$ cat src/rtl/jstk_spi_responder_pkg.sv
// jstk_spi_responder_pkg
// Shared constants, state encoding and frame-packing helper for the
// PmodJSTK SPI responder.
//   JSTK_FRAME_BITS  : bits per joystick transfer (5 bytes)
//   JSTK_CMD_PREFIX  : upper six bits of a valid LED command byte
//   JSTK_OFF_*       : MSB position of each byte field in the 40-bit frame
//   jstk_state_t     : responder FSM states
//   jstk_pack_frame  : builds the 40-bit transmit word from the inputs
package jstk_spi_responder_pkg;

  localparam int unsigned JSTK_FRAME_BITS = 40;
  localparam int unsigned JSTK_CNT_W      = 6;
  localparam logic [5:0]  JSTK_CMD_PREFIX = 6'b100000;

  localparam int unsigned JSTK_OFF_X_LO = 39;
  localparam int unsigned JSTK_OFF_X_HI = 31;
  localparam int unsigned JSTK_OFF_Y_LO = 23;
  localparam int unsigned JSTK_OFF_Y_HI = 15;
  localparam int unsigned JSTK_OFF_BTN  = 7;

  typedef enum logic [1:0] {
    ST_IDLE  = 2'd0,
    ST_LOAD  = 2'd1,
    ST_SHIFT = 2'd2
  } jstk_state_t;

  // Byte order on the wire: X low, X high, Y low, Y high, buttons.
  function automatic logic [JSTK_FRAME_BITS-1:0] jstk_pack_frame(
    input logic [9:0] x,
    input logic [9:0] y,
    input logic [2:0] btn
  );
    logic [JSTK_FRAME_BITS-1:0] f;
    f = '0;
    f[JSTK_OFF_X_LO -: 8] = x[7:0];
    f[JSTK_OFF_X_HI -: 8] = {6'b0, x[9:8]};
    f[JSTK_OFF_Y_LO -: 8] = y[7:0];
    f[JSTK_OFF_Y_HI -: 8] = {6'b0, y[9:8]};
    f[JSTK_OFF_BTN  -: 8] = {5'b0, btn};
    return f;
  endfunction

endpackage

$ cat src/rtl/jstk_spi_responder_sync_edge_detect.sv
// sync_edge_detect
// Two-flop synchronizer for an asynchronous pin, a third stage for edge
// detection, and registered rise/fall strobes (3 clk from pin edge).
//   clk, rst : system clock, async active-high reset
//   din      : asynchronous input pin
//   level    : synchronized level, aligned with the strobes
//   rise     : one-cycle strobe on a 0->1 transition
//   fall     : one-cycle strobe on a 1->0 transition
// RST_VAL is the idle level of the pin, so reset never fakes an edge
// while the line sits idle.
module sync_edge_detect #(
  parameter logic RST_VAL = 1'b0
) (
  input  logic clk,
  input  logic rst,
  input  logic din,
  output logic level,
  output logic rise,
  output logic fall
);

  logic s1, s2, s3;

  always_ff @(posedge clk or posedge rst) begin
    if (rst) begin
      s1   <= RST_VAL;
      s2   <= RST_VAL;
      s3   <= RST_VAL;
      rise <= 1'b0;
      fall <= 1'b0;
    end else begin
      s1   <= din;
      s2   <= s1;
      s3   <= s2;
      rise <= s2 & ~s3;
      fall <= ~s2 & s3;
    end
  end

  assign level = s3;

endmodule

$ cat src/rtl/jstk_spi_responder.sv
// jstk_spi_responder
// Slave side of the PmodJSTK 5-byte SPI transfer (mode 0). Snapshots the
// joystick position and buttons at frame start, shifts them out on MISO
// MSB first, and decodes the LED command from the master's first byte.
//   Clk, Reset  : system clock, async active-high reset
//   SS, SCLK    : slave select (active low) and serial clock, async to Clk
//   MOSI, MISO  : serial data in / out
//   X_Pos/Y_Pos : 10-bit positions, Buttons : {btn2, btn1, btn0}
//   Led         : LED bits from the last valid command byte
//   Cmd_Valid   : pulse when a 100000LL command is latched
//   Frame_Done  : pulse when SS rises after 40 (or more) bits
//   Frame_Error : pulse when SS rises with fewer than 40 bits
module jstk_spi_responder
  import jstk_spi_responder_pkg::*;
#(
  parameter int unsigned SCLK_MAX_DIV = 8
) (
  input  logic       Clk,
  input  logic       Reset,
  input  logic       SS,
  input  logic       SCLK,
  input  logic       MOSI,
  output logic       MISO,
  input  logic [9:0] X_Pos,
  input  logic [9:0] Y_Pos,
  input  logic [2:0] Buttons,
  output logic [1:0] Led,
  output logic       Cmd_Valid,
  output logic       Frame_Done,
  output logic       Frame_Error
);

  // The synchronizer plus state update consume 4 Clk; a shorter SCLK
  // half-period would let MISO change after the master samples it.
  if (SCLK_MAX_DIV < 4) begin : g_div_check
    $error("SCLK_MAX_DIV must be at least 4");
  end

  logic ss_lvl, ss_rise, ss_fall;
  logic sclk_lvl, sclk_rise, sclk_fall;
  logic mosi_lvl, mosi_rise, mosi_fall;

  sync_edge_detect #(.RST_VAL(1'b1)) u_ss (
    .clk(Clk), .rst(Reset), .din(SS),
    .level(ss_lvl), .rise(ss_rise), .fall(ss_fall)
  );

  sync_edge_detect #(.RST_VAL(1'b0)) u_sclk (
    .clk(Clk), .rst(Reset), .din(SCLK),
    .level(sclk_lvl), .rise(sclk_rise), .fall(sclk_fall)
  );

  sync_edge_detect #(.RST_VAL(1'b0)) u_mosi (
    .clk(Clk), .rst(Reset), .din(MOSI),
    .level(mosi_lvl), .rise(mosi_rise), .fall(mosi_fall)
  );

  logic unused_sync;
  assign unused_sync = ^{ss_lvl, sclk_lvl, mosi_rise, mosi_fall};

  jstk_state_t                state;
  logic [JSTK_FRAME_BITS-1:0] tx_sr;
  logic [7:0]                 rx_sr;
  logic [JSTK_CNT_W-1:0]      bit_cnt;

  logic [7:0] rx_next;
  logic       cnt_full;

  assign rx_next  = {rx_sr[6:0], mosi_lvl};
  assign cnt_full = (bit_cnt == JSTK_CNT_W'(JSTK_FRAME_BITS));

  always_ff @(posedge Clk or posedge Reset) begin
    if (Reset) begin
      state       <= ST_IDLE;
      tx_sr       <= '0;
      rx_sr       <= '0;
      bit_cnt     <= '0;
      MISO        <= 1'b0;
      Led         <= 2'b00;
      Cmd_Valid   <= 1'b0;
      Frame_Done  <= 1'b0;
      Frame_Error <= 1'b0;
    end else begin
      Cmd_Valid   <= 1'b0;
      Frame_Done  <= 1'b0;
      Frame_Error <= 1'b0;
      case (state)
        ST_IDLE: begin
          MISO <= 1'b0;
          // The snapshot is taken on the SS-fall strobe so bit 39 is on
          // MISO one cycle after the strobe; LOAD then masks any SCLK
          // edge that arrives alongside SS fall.
          if (ss_fall) begin
            tx_sr   <= jstk_pack_frame(X_Pos, Y_Pos, Buttons);
            MISO    <= X_Pos[7];
            bit_cnt <= '0;
            rx_sr   <= '0;
            state   <= ST_LOAD;
          end
        end

        ST_LOAD: begin
          if (ss_rise) begin
            Frame_Error <= 1'b1;
            MISO        <= 1'b0;
            state       <= ST_IDLE;
          end else begin
            state <= ST_SHIFT;
          end
        end

        ST_SHIFT: begin
          if (ss_rise) begin
            Frame_Done  <= cnt_full;
            Frame_Error <= ~cnt_full;
            MISO        <= 1'b0;
            state       <= ST_IDLE;
          end else begin
            if (sclk_rise && !cnt_full) begin
              rx_sr   <= rx_next;
              bit_cnt <= bit_cnt + 1'b1;
              if (bit_cnt == JSTK_CNT_W'(7) && rx_next[7:2] == JSTK_CMD_PREFIX) begin
                Led       <= rx_next[1:0];
                Cmd_Valid <= 1'b1;
              end
            end
            if (sclk_fall) begin
              tx_sr <= {tx_sr[JSTK_FRAME_BITS-2:0], 1'b0};
              MISO  <= cnt_full ? 1'b0 : tx_sr[JSTK_FRAME_BITS-2];
            end
          end
        end

        default: begin
          MISO  <= 1'b0;
          state <= ST_IDLE;
        end
      endcase
    end
  end

endmodule

$ cat config.mk
export PLATFORM = sky130hd
export DESIGN_NAME = jstk_spi_responder
export DESIGN_NICKNAME = d
export VERILOG_FILES = /design/src/rtl/jstk_spi_responder_pkg.sv /design/src/rtl/jstk_spi_responder_sync_edge_detect.sv /design/src/rtl/jstk_spi_responder.sv
export SDC_FILE = /design/constraint.sdc
export NUM_CORES = 1
export LEC_CHECK = 0
export CORE_AREA = 2 2 99 72
export DETAILED_ROUTE_END_ITERATION = 10
export DIE_AREA = 0 0 101 74
export GPL_ROUTABILITY_DRIVEN = 0
export PLACE_DENSITY = 0.78
export SYNTH_ARGS = -nofsm -noshare
export SYNTH_HDL_FRONTEND = slang
export SYNTH_SLANG_ARGS = --single-unit
$ cat constraint.sdc
create_clock -name Clk -period 3.7 [get_ports Clk]
set_clock_uncertainty 0.1 [all_clocks]
set_input_delay 0.37 -clock Clk [delete_from_list [all_inputs] [get_ports Clk]]
set_output_delay 0.37 -clock Clk [all_outputs]
set_load 0.005 [all_outputs]
==> flow_metrics.env, run 1 <==
export IMPL_status="completed"
export IMPL_post_drt_wl_per_cell_um=13.33
export IMPL_critPathKind="reg -> reg"
export IMPL_cap_violations=0
export IMPL_htree_levels=3
export IMPL_nNetsFinal=370
export IMPL_worstSetupEndpointType="flip-flop"
export IMPL_synth_cell_type_count=37
export IMPL_grt_first_pass_wirelength_mm=9.756
export IMPL_cts_buffer_depth=2
export IMPL_async_reset_ff_share_pct=100.0
export IMPL_crit_chain="inv_1 > ha_2 > o41ai_4 > nor4_2 > mux2_2"
export IMPL_clkTransAtPathRegs_ns=0.08
export IMPL_track_usage_pct=17.10
export IMPL_max_freq_mhz=430.1
export IMPL_antenna_cells=0
export IMPL_synth_fp_nets=338
export IMPL_netlist_area_leader_share_pct=54.99
export IMPL_worst_setup_path_start_kind="flip-flop"
export IMPL_maxSlewHeadroom_pct=50.96
export IMPL_io_buffers=33
export IMPL_vias=2191
export IMPL_rsz0062_at_grt="false"
export IMPL_hp_class="reg -> reg"
export IMPL_peakVddDrop_uv=349.3
export IMPL_fin_crit_ns=2.325
export IMPL_synth_cell_area_mm2=0.003186
export IMPL_synthCells=304
export IMPL_die_w_um=101
export IMPL_place_inst=406
export IMPL_tightest_slew_ns=0.7355
export IMPL_clkLatencyLatePin_ns=0.35
export IMPL_grt_max_degree=61
export IMPL_cts_tree="built"
export IMPL_wl_mm=5.625
export IMPL_grt_pass1_vias=2070
export IMPL_cts_hold_buf=0
export IMPL_avgSynthCellArea_um2=10.48
export IMPL_drt_initial_drc_count=147
export IMPL_finalMaxSlewViolations=0
export IMPL_synth_warnings=0
export IMPL_first_pass_iters=4
export IMPL_met1_usage_pct=23.95
export IMPL_synth_top_area_cell="dfrtp_1"
export IMPL_critical_path_max_stage_delay_ns=0.50
export IMPL_vias_per_cell=5.192
export IMPL_drive_above_1_share_pct=9.677
export IMPL_ys_ff_latch=73
export IMPL_fin_setup_tns_ns=0
export IMPL_min_period_over_period_pct=62.84
export IMPL_cts_resized=0
export IMPL_grt_overflow=0
export IMPL_slowest_stage="nor4_2"
export IMPL_synthFlopType="dfrtp_1"
export IMPL_die_area_mm2=0.007474
export IMPL_crit_path_max_fanout=17
export IMPL_setup_viol=0
export IMPL_grt_busiest_layer="met2"
export IMPL_die_y_um=74
export IMPL_stdcell_count=422
export IMPL_antenna_left=0
export IMPL_p_per_area_mw_per_mm2=586.1
export IMPL_drc=0
export IMPL_yosys_top_cells_area="dfrtp_1, mux2i_1, nand2_1"
export IMPL_use_met3_pct=5.921
export IMPL_synth_seq_area_share_pct=57.46
export IMPL_hold_viol_final=0
export IMPL_cts_buffers=9
export IMPL_cts_sinks=73
export IMPL_worst_endpoint_required_ns=3.83
export IMPL_cp_data_arrival_time_ns=2.46
export IMPL_leakage_nw=1.732
export IMPL_area_growth_pct=17.95
export IMPL_initial_utilization_pct=48.50
export IMPL_core_area_mm2=0.006569
export IMPL_root_buffer="clkbuf_8"
export IMPL_synth_edf_count=0
export IMPL_gr_usage_met2_pct=25.04
export IMPL_rows=25
export IMPL_post_cts_buffers=0
export IMPL_antenna_found_initial=0
export IMPL_dp_hpwl_mm=3.896
export IMPL_io_pins=34
==> registers in the layout (all words and copies together) (netlist names) <==
name          count
Frame_Error       1
u_sclk.rise       1
u_sclk.s2         1
u_mosi.level      1
u_sclk.s1         1
tx_sr            39
u_ss.fall         1
state             2
Cmd_Valid         1
u_ss.s2           1
u_ss.level        1
bit_cnt           6
u_ss.s1           1
u_sclk.level      1
MISO              1
u_mosi.s1         1
u_sclk.fall       1
rx_sr             7
Led               2
u_mosi.s2         1
Frame_Done        1
u_ss.rise         1
==> report_power, final <==
part	internal (W)	switching (W)
clock	0.000279	0.000288
combinational	0.000233	0.000339
sequential	0.000966	0.0000984
total	0.00148	0.000724
==> metal layers <==
metal  up-vias  wire length, um
met5         -                0
met4         0               14
met3         2              251
met2        50             2597
met1      1051             2761
li1       1088                -
==> critical path: cells and delay by family (launching register included) <==
family                     cells  cell delay (ns)
muxes                          1             0.39
and+or+nand+nor                1             0.50
adders and majority gates      1             0.48
buffers and inverters          1             0.13
AOI/OAI and AO/OA              1             0.22
DFF                            1             0.39
==> cells by family after synthesis <==
kind of cell    count (synthesis)  synth area share (%)
fa+ha+maj                       6                 2.357
flops                          73                 57.46
mux                            33                 10.45
compound gates                 40                 8.092
buf+inv                        34                 4.478
simple gates                  118                 17.16
==> Yosys cell counts, types with 2 or more instances <==
master,number
inv_1,18
or4_1,3
buf_1,2
buf_2,6
dfstp_2,3
o221ai_1,2
mux2i_1,31
a22o_1,2
nand2_1,75
dfrtp_1,70
clkbuf_1,7
ha_1,6
a21oi_1,3
nand3_1,23
mux2_2,2
nor2b_1,4
o21ai_0,25
nand3b_1,3
==> area by class of cell <==
type,count,area [um2]
clock inverter,4,27.53
multi-input combinational,197,1215
fill,568,2811
timing repair buffer,37,360.3
tap,81,101.3
inverter,18,67.56
clock buffer,12,155.1
sequential,73,1831
==> final timing paths <==
kind | end | from | slack, ns | cells past startpoint
worst max-delay path | Led[1] | state[0] | 1.37 | 5
worst min-delay path | u_sclk.s2 | u_sclk.s1 | 0.25 | 0
worst max register to register | Led[1] | state[0] | 1.37 | 5
worst min register to register | u_sclk.s2 | u_sclk.s1 | 0.25 | 0
max in group asynchronous | u_ss.s1 | Reset | 2.42 | 3
min in group asynchronous | Frame_Error | Reset | 0.29 | 2
==> through the flow <==
stage	utilization (%)	area [um2]	setup WS, ns	hold WS [ns]	total power, W
final	57.20	3757	1.375	0.2494	0.002202
after global routing	57.20	3757	1.229	0.2574	0.002359
after CTS	57.20	3757	1.391	0.2534	0.002230
after detailed placement	54.42	3575	1.409	0.2370	0.001660
after global placement	54.42	3575	1.496	0.2314	0.001624
after floorplan	-	3186	1.382	0.2312	0.001503
==> placed cells by master (no fill, tap or decap), drive strengths merged, types with 4 or more instances in the layout <==
cell type and instances:
nand2 75, dfrtp 70, clkdlybuf4s50 33, mux2i 31, o21ai 25, nand3 23, inv 18, clkbuf 12
ha 6, nor2b 5, buf 4, a21oi 4
Note: power is estimated with default switching activity, not from simulation.
==> run 2, diff against run 1 <==
==> constraint.sdc (replaced) <==
create_clock -name Clk -period 2.3 [get_ports Clk]
set_clock_uncertainty 0.1 [all_clocks]
set_input_delay 0.23 -clock Clk [delete_from_list [all_inputs] [get_ports Clk]]
set_output_delay 0.23 -clock Clk [all_outputs]
set_load 0.005 [all_outputs]
==> run 2 against run 1 <==
Compared with the run above: global-route usage barely moved; sequential share of layout area fell by 0.74 points; maximum frequency rose by 10%; combinational power rose by 69%; sequential power rose by 61%; die area did not move; worst setup slack got worse by 1.2 ns; flip-flop and latch count did not move; critical path type unchanged; largest cell class unchanged; final cell count rose by 0.24%; hold slack got worse by 0.071 ns.
==> flow_metrics.env, run 2 (synthesis gave the netlist of run 1 again) <==
export IMPL_cts_hold_buf=0
export IMPL_io_buffers=33
export IMPL_grt_pass1_vias=2059
export IMPL_tightest_slew_ns=0.7713
export IMPL_rsz0062_at_grt="false"
export IMPL_drc=0
export IMPL_initial_utilization_pct=48.50
export IMPL_io_pins=34
export IMPL_crit_path_max_fanout=5
export IMPL_die_y_um=74
export IMPL_finalMaxSlewViolations=0
export IMPL_critPathKind="reg -> reg"
export IMPL_wl_mm=5.678
export IMPL_setup_viol=0
export IMPL_status="completed"
export IMPL_hp_class="in -> async"
export IMPL_min_period_over_period_pct=91.86
export IMPL_first_pass_iters=4
export IMPL_antenna_found_initial=0
export IMPL_cts_resized=0
export IMPL_fin_crit_ns=2.113
export IMPL_cts_tree="built"
export IMPL_fin_util_pct=58.08
export IMPL_swShare_pct=31.28
export IMPL_grt_first_pass_wirelength_mm=9.660
export IMPL_rows=25
export IMPL_crit_start="state[1]"
export IMPL_whs_ns=0.1781
export IMPL_antenna_left=0
export IMPL_multi_input_comb_area_mm2=0.001215
export IMPL_vias=2189
export IMPL_post_cts_buffers=0
export IMPL_vias_per_cell=5.175
export IMPL_p_per_area_mw_per_mm2=973.0
export IMPL_p_sw_w=0.001161
export IMPL_cp_data_arrival_time_ns=2.25
export IMPL_root_buffer="clkbuf_8"
export IMPL_hold_viol_final=0
export IMPL_final_cell_mix="nand2_1, dfrtp_1, clkdlybuf4s50_1, mux2i_1, o21ai_0"
export IMPL_cts_buffers=9
export IMPL_area_growth_pct=19.76
export IMPL_nNetsFinal=371
export IMPL_die_w_um=101
export IMPL_maxSlewHeadroom_pct=48.58
export IMPL_antenna_cells=0
export IMPL_worst_setup_path_start_kind="flip-flop"
export IMPL_clkTransAtPathRegs_ns=0.07
export IMPL_dp_hpwl_mm=3.734
export IMPL_die_area_mm2=0.007474
export IMPL_largest_reg_flops=39
export IMPL_regMostFlops="tx_sr"
export IMPL_largestRegisters="tx_sr: 39 flops, rx_sr: 7 flops, bit_cnt: 6 flops"
export IMPL_worst_endpoint_required_ns=2.44
export IMPL_cap_violations=0
export IMPL_fin_area_mm2=0.003815
export IMPL_max_freq_mhz=473.3
export IMPL_core_area_mm2=0.006569
export IMPL_clockPowerShare_pct=28.0
export IMPL_p_comb_share_pct=26.0
export IMPL_cts_buffer_depth=2
export IMPL_htree_levels=3
export IMPL_layout_commonest_cell="nand2_1"
export IMPL_postPlaceCellArea_mm2=0.003607
export IMPL_worstSetupEndpointType="flip-flop"
export IMPL_post_drt_wl_per_cell_um=13.42
export IMPL_leakage_nw=1.769
export IMPL_drive_above_1_share_pct=9.649
export IMPL_p_int_w=0.002551
export IMPL_grt_max_degree=74
export IMPL_drt_initial_drc_count=114
export IMPL_cts_sinks=73
export IMPL_fillers=568
export IMPL_seq_power_share_pct=46.1
export IMPL_timing_rr_start="state[1]"
export IMPL_clkLatencyLatePin_ns=0.34
export IMPL_seq_area_mm2=0.001831
export IMPL_fin_setup_tns_ns=0
export IMPL_grt_overflow=0
export IMPL_track_usage_pct=17.10
export IMPL_peakVddDrop_uv=541.5
run 2: cell count changes in the layout (fill, tap and decap cells not counted):
| cell | before | now |
|---|---|---|
| buf_12 | 0 | 2 |
| buf_4 | 4 | 3 |
| bufinv_16 | 0 | 1 |
| clkbuf_1 | 1 | 2 |
| clkbuf_8 | 11 | 12 |
| clkinvlp_4 | 3 | 0 |
run 2: cell type report:
type | count | share of cell area (%)
clock buffers | 14 | 4.526
well taps | 81 | 2.657
flip-flops and latches | 73 | 47.98
multi-input cells | 197 | 31.85
inverters | 18 | 1.771
repair buffers | 38 | 10.30
clock inverters | 2 | 0.9183
run 2: path summary, 6_finish.rpt:
| check | endpoint | slack [ns] | depth (start not counted) |
|---|---|---|---|
| setup / recovery | bit_cnt[4] | 0.19 | 6 |
| hold / removal | u_sclk.s1 | 0.18 | 3 |
| setup reg to reg | bit_cnt[4] | 0.19 | 6 |
| hold reg to reg | u_sclk.s2 | 0.25 | 0 |
| max in group asynchronous | u_ss.level | 1.61 | 3 |
| min in group Clk | u_ss.s1 | 0.19 | 1 |
run 2: per-stage QoR:
step           setup WS (ns)  std cells  power [W]
6_report              0.1872        423   0.003712
5_1_grt              0.04840        423   0.003955
4_1_cts               0.1884        423   0.003748
3_5_place_dp          0.2656        407   0.002705
3_3_place_gp          0.3005        407   0.002649
2_1_floorplan         0.1217        304   0.002418
run 2: critical path: stages, from the launching register on:
cell      delay (ns)
dfrtp_1         0.38
inv_1           0.09
ha_1            0.23
nor2b_4         0.16
or3b_4          0.40
or4_1           0.53
o221ai_1        0.12
run 2: power by group through the flow:
stage	Sequential [W]	Clock [W]	Combinational (W)
2_1_floorplan	0.00169	0	0.000730
3_3_place_gp	0.00172	0	0.000928
6_report	0.00171	0.00104	0.000964
4_1_cts	0.00171	0.00106	0.000975
3_5_place_dp	0.00173	0	0.000973
5_1_grt	0.00174	0.00112	0.00110
run 2: per-layer routing:
layer / global-route usage [%] / vias up / routed length, um
met5: 0 / - / 0
met4: 10.06 / 0 / 147
met3: 4.605 / 12 / 278
met2: 26.30 / 61 / 2563
met1: 22.19 / 1027 / 2688
li1: - / 1089 / -
==> run 3, diff against run 2 <==
--- a/config.mk
+++ b/config.mk
@@ -6,6 +6,7 @@
 export NUM_CORES = 1
 export LEC_CHECK = 0
 export CORE_AREA = 2 2 99 72
+export CTS_BUF_LIST = sky130_fd_sc_hd__clkbuf_4
 export DETAILED_ROUTE_END_ITERATION = 10
 export DIE_AREA = 0 0 101 74
 export GPL_ROUTABILITY_DRIVEN = 0
==> run 3 against run 2 <==
Compared with the run above: critical path depth stayed put; flip-flop and latch count stayed put; hold slack worse by 0.075 ns; clock-buffer cell count is 3 lower; final cell count stayed put; maximum frequency is 1.9% higher; total power is 7.3% lower; global-route usage hardly changed; non-clock buffer count stayed put; combinational power hardly changed.
==> flow_metrics.env, run 3 (synthesis gave the netlist of run 1 again) <==
export IMPL_status="completed"
export IMPL_dp_slack_ns=0.2656
export IMPL_seq_area_mm2=0.001831
export IMPL_die_w_um=101
export IMPL_die_area_mm2=0.007474
export IMPL_p_sw_w=0.001136
export IMPL_place_inst=407
export IMPL_critPathKind="reg -> reg"
export IMPL_cts_sinks=73
export IMPL_post_drt_wl_per_cell_um=13.35
export IMPL_cts_tree="built"
export IMPL_track_usage_pct=17.08
export IMPL_drc=0
export IMPL_hold_viol_final=0
export IMPL_fin_util_pct=56.88
export IMPL_whs_ns=0.1031
export IMPL_grt_max_degree=74
export IMPL_grt_pass1_vias=2084
export IMPL_fillers=591
export IMPL_vias=2198
export IMPL_antenna_left=0
export IMPL_setup_slack_ns=0.2262
export IMPL_worst_setup_path_start_kind="flip-flop"
export IMPL_clockPowerShare_pct=22.3
export IMPL_p_comb_share_pct=28.0
export IMPL_cts_buffers=9
export IMPL_slowest_stage="or4_1"
export IMPL_layout_commonest_cell="nand2_1"
export IMPL_largest_reg_flops=39
export IMPL_cts_hold_buf=0
export IMPL_finalMaxSlewViolations=0
export IMPL_setup_viol=0
export IMPL_seq_power_share_pct=49.6
export IMPL_clkLatencyLatePin_ns=0.41
export IMPL_max_freq_mhz=482.2
export IMPL_largestRegisters="tx_sr: 39 flops, rx_sr: 7 flops, bit_cnt: 6 flops"
export IMPL_fin_setup_tns_ns=0
export IMPL_maxSlewHeadroom_pct=48.90
export IMPL_regMostFlops="tx_sr"
export IMPL_io_pins=34
export IMPL_crit_buf_inv=1
export IMPL_worstRegToRegCells=6
export IMPL_antenna_found_initial=0
export IMPL_crit_chain="inv_1 > ha_1 > nor2b_4 > or3b_4 > or4_1 > o221ai_1"
export IMPL_initial_utilization_pct=48.50
export IMPL_cap_violations=0
export IMPL_drt_initial_drc_count=150
export IMPL_clkTransAtPathRegs_ns=0.11
export IMPL_nNetsFinal=371
export IMPL_critical_path_top_delay_family="simple AND/OR/NAND/NOR gates"
export IMPL_rows=25
export IMPL_wl_mm=5.649
export IMPL_critical_path_max_stage_delay_ns=0.49
export IMPL_crit_path_max_fanout=5
export IMPL_hp_class="in -> async"
export IMPL_die_y_um=74
export IMPL_rsz0062_at_grt="false"
export IMPL_cts_resized=0
export IMPL_vias_per_cell=5.196
export IMPL_grt_overflow=0
export IMPL_root_buffer="clkbuf_4"
export IMPL_worst_endpoint_required_ns=2.52
export IMPL_peakVddDrop_uv=431.5
export IMPL_drive_above_1_share_pct=9.357
export IMPL_worst_path_stages=6
export IMPL_cts_buffer_depth=2
export IMPL_post_cts_buffers=0
export IMPL_cp_data_arrival_time_ns=2.29
export IMPL_multi_input_comb_area_mm2=0.001215
export IMPL_worstSetupEndpointType="flip-flop"
export IMPL_p_per_area_mw_per_mm2=920.6
export IMPL_antenna_cells=0
export IMPL_min_period_over_period_pct=90.16
export IMPL_first_pass_iters=5
export IMPL_leakage_nw=1.736
export IMPL_core_area_mm2=0.006569
export IMPL_area_growth_pct=17.28
export IMPL_io_buffers=33
export IMPL_final_cell_mix="nand2_1, dfrtp_1, clkdlybuf4s50_1, mux2i_1, o21ai_0"
export IMPL_htree_levels=3
export IMPL_dp_hpwl_mm=3.734
export IMPL_fin_crit_ns=2.074
export IMPL_grt_first_pass_wirelength_mm=9.604
export IMPL_r2r_slack_ns=0.23
export IMPL_stdcell_count=423
export IMPL_p_int_w=0.002304
export IMPL_tightest_slew_ns=0.7665
export IMPL_swShare_pct=33.02
==> run 3: changes by cell type in the layout (fill, tap and decap cells not counted), sizes merged <==
cell / before / now
clkinv: 1 / 4
clkbuf: 14 / 11
==> run 3: tightest hold or removal path, stage by stage <==
cell and delay, ns:
clkdlybuf4s50_1 0.41, inv_2 0.07, buf_12 0.32
==> run 3: cell type report <==
cell class                 instances  area share (%)
inverter                          18           1.808
tap                               81           2.713
clock inverter                     5           1.239
sequential                        73           49.00
multi-input combinational        197           32.52
timing repair buffer              38           10.52
clock buffer                      11           2.210
==> run 3: path summary, 6_finish.rpt <==
kind / startpoint / endpoint
min in group Clk: SS / u_ss.s1
min: Reset / u_sclk.s1
max in group asynchronous: Reset / u_ss.level
max: state[1] / bit_cnt[4]
min reg2reg: u_sclk.s1 / u_sclk.s2
max reg2reg: state[1] / bit_cnt[4]
==> run 3: stage by stage <==
stage,power [W],area [um2]
floorplan,0.002418,3186
global placement,0.002649,3607
detailed placement,0.002705,3607
CTS,0.003474,3736
global route,0.003682,3736
finish,0.003439,3736
==> run 3: power groups by stage <==
stage               registers (W)  logic [W]  clock network, W
global placement          0.00172   0.000928                 0
finish                    0.00171   0.000964          0.000768
detailed placement        0.00173   0.000973                 0
global route              0.00174    0.00110          0.000843
floorplan                 0.00169   0.000730                 0
CTS                       0.00171   0.000975          0.000791
==> run 3: layer usage <==
metal	vias to the layer above	track usage (%)	wire [um]
met5	-	0	0
met4	0	10.06	108
met3	9	5.169	291
met2	61	26.07	2586
met1	1035	21.95	2662
li1	1093	-	-
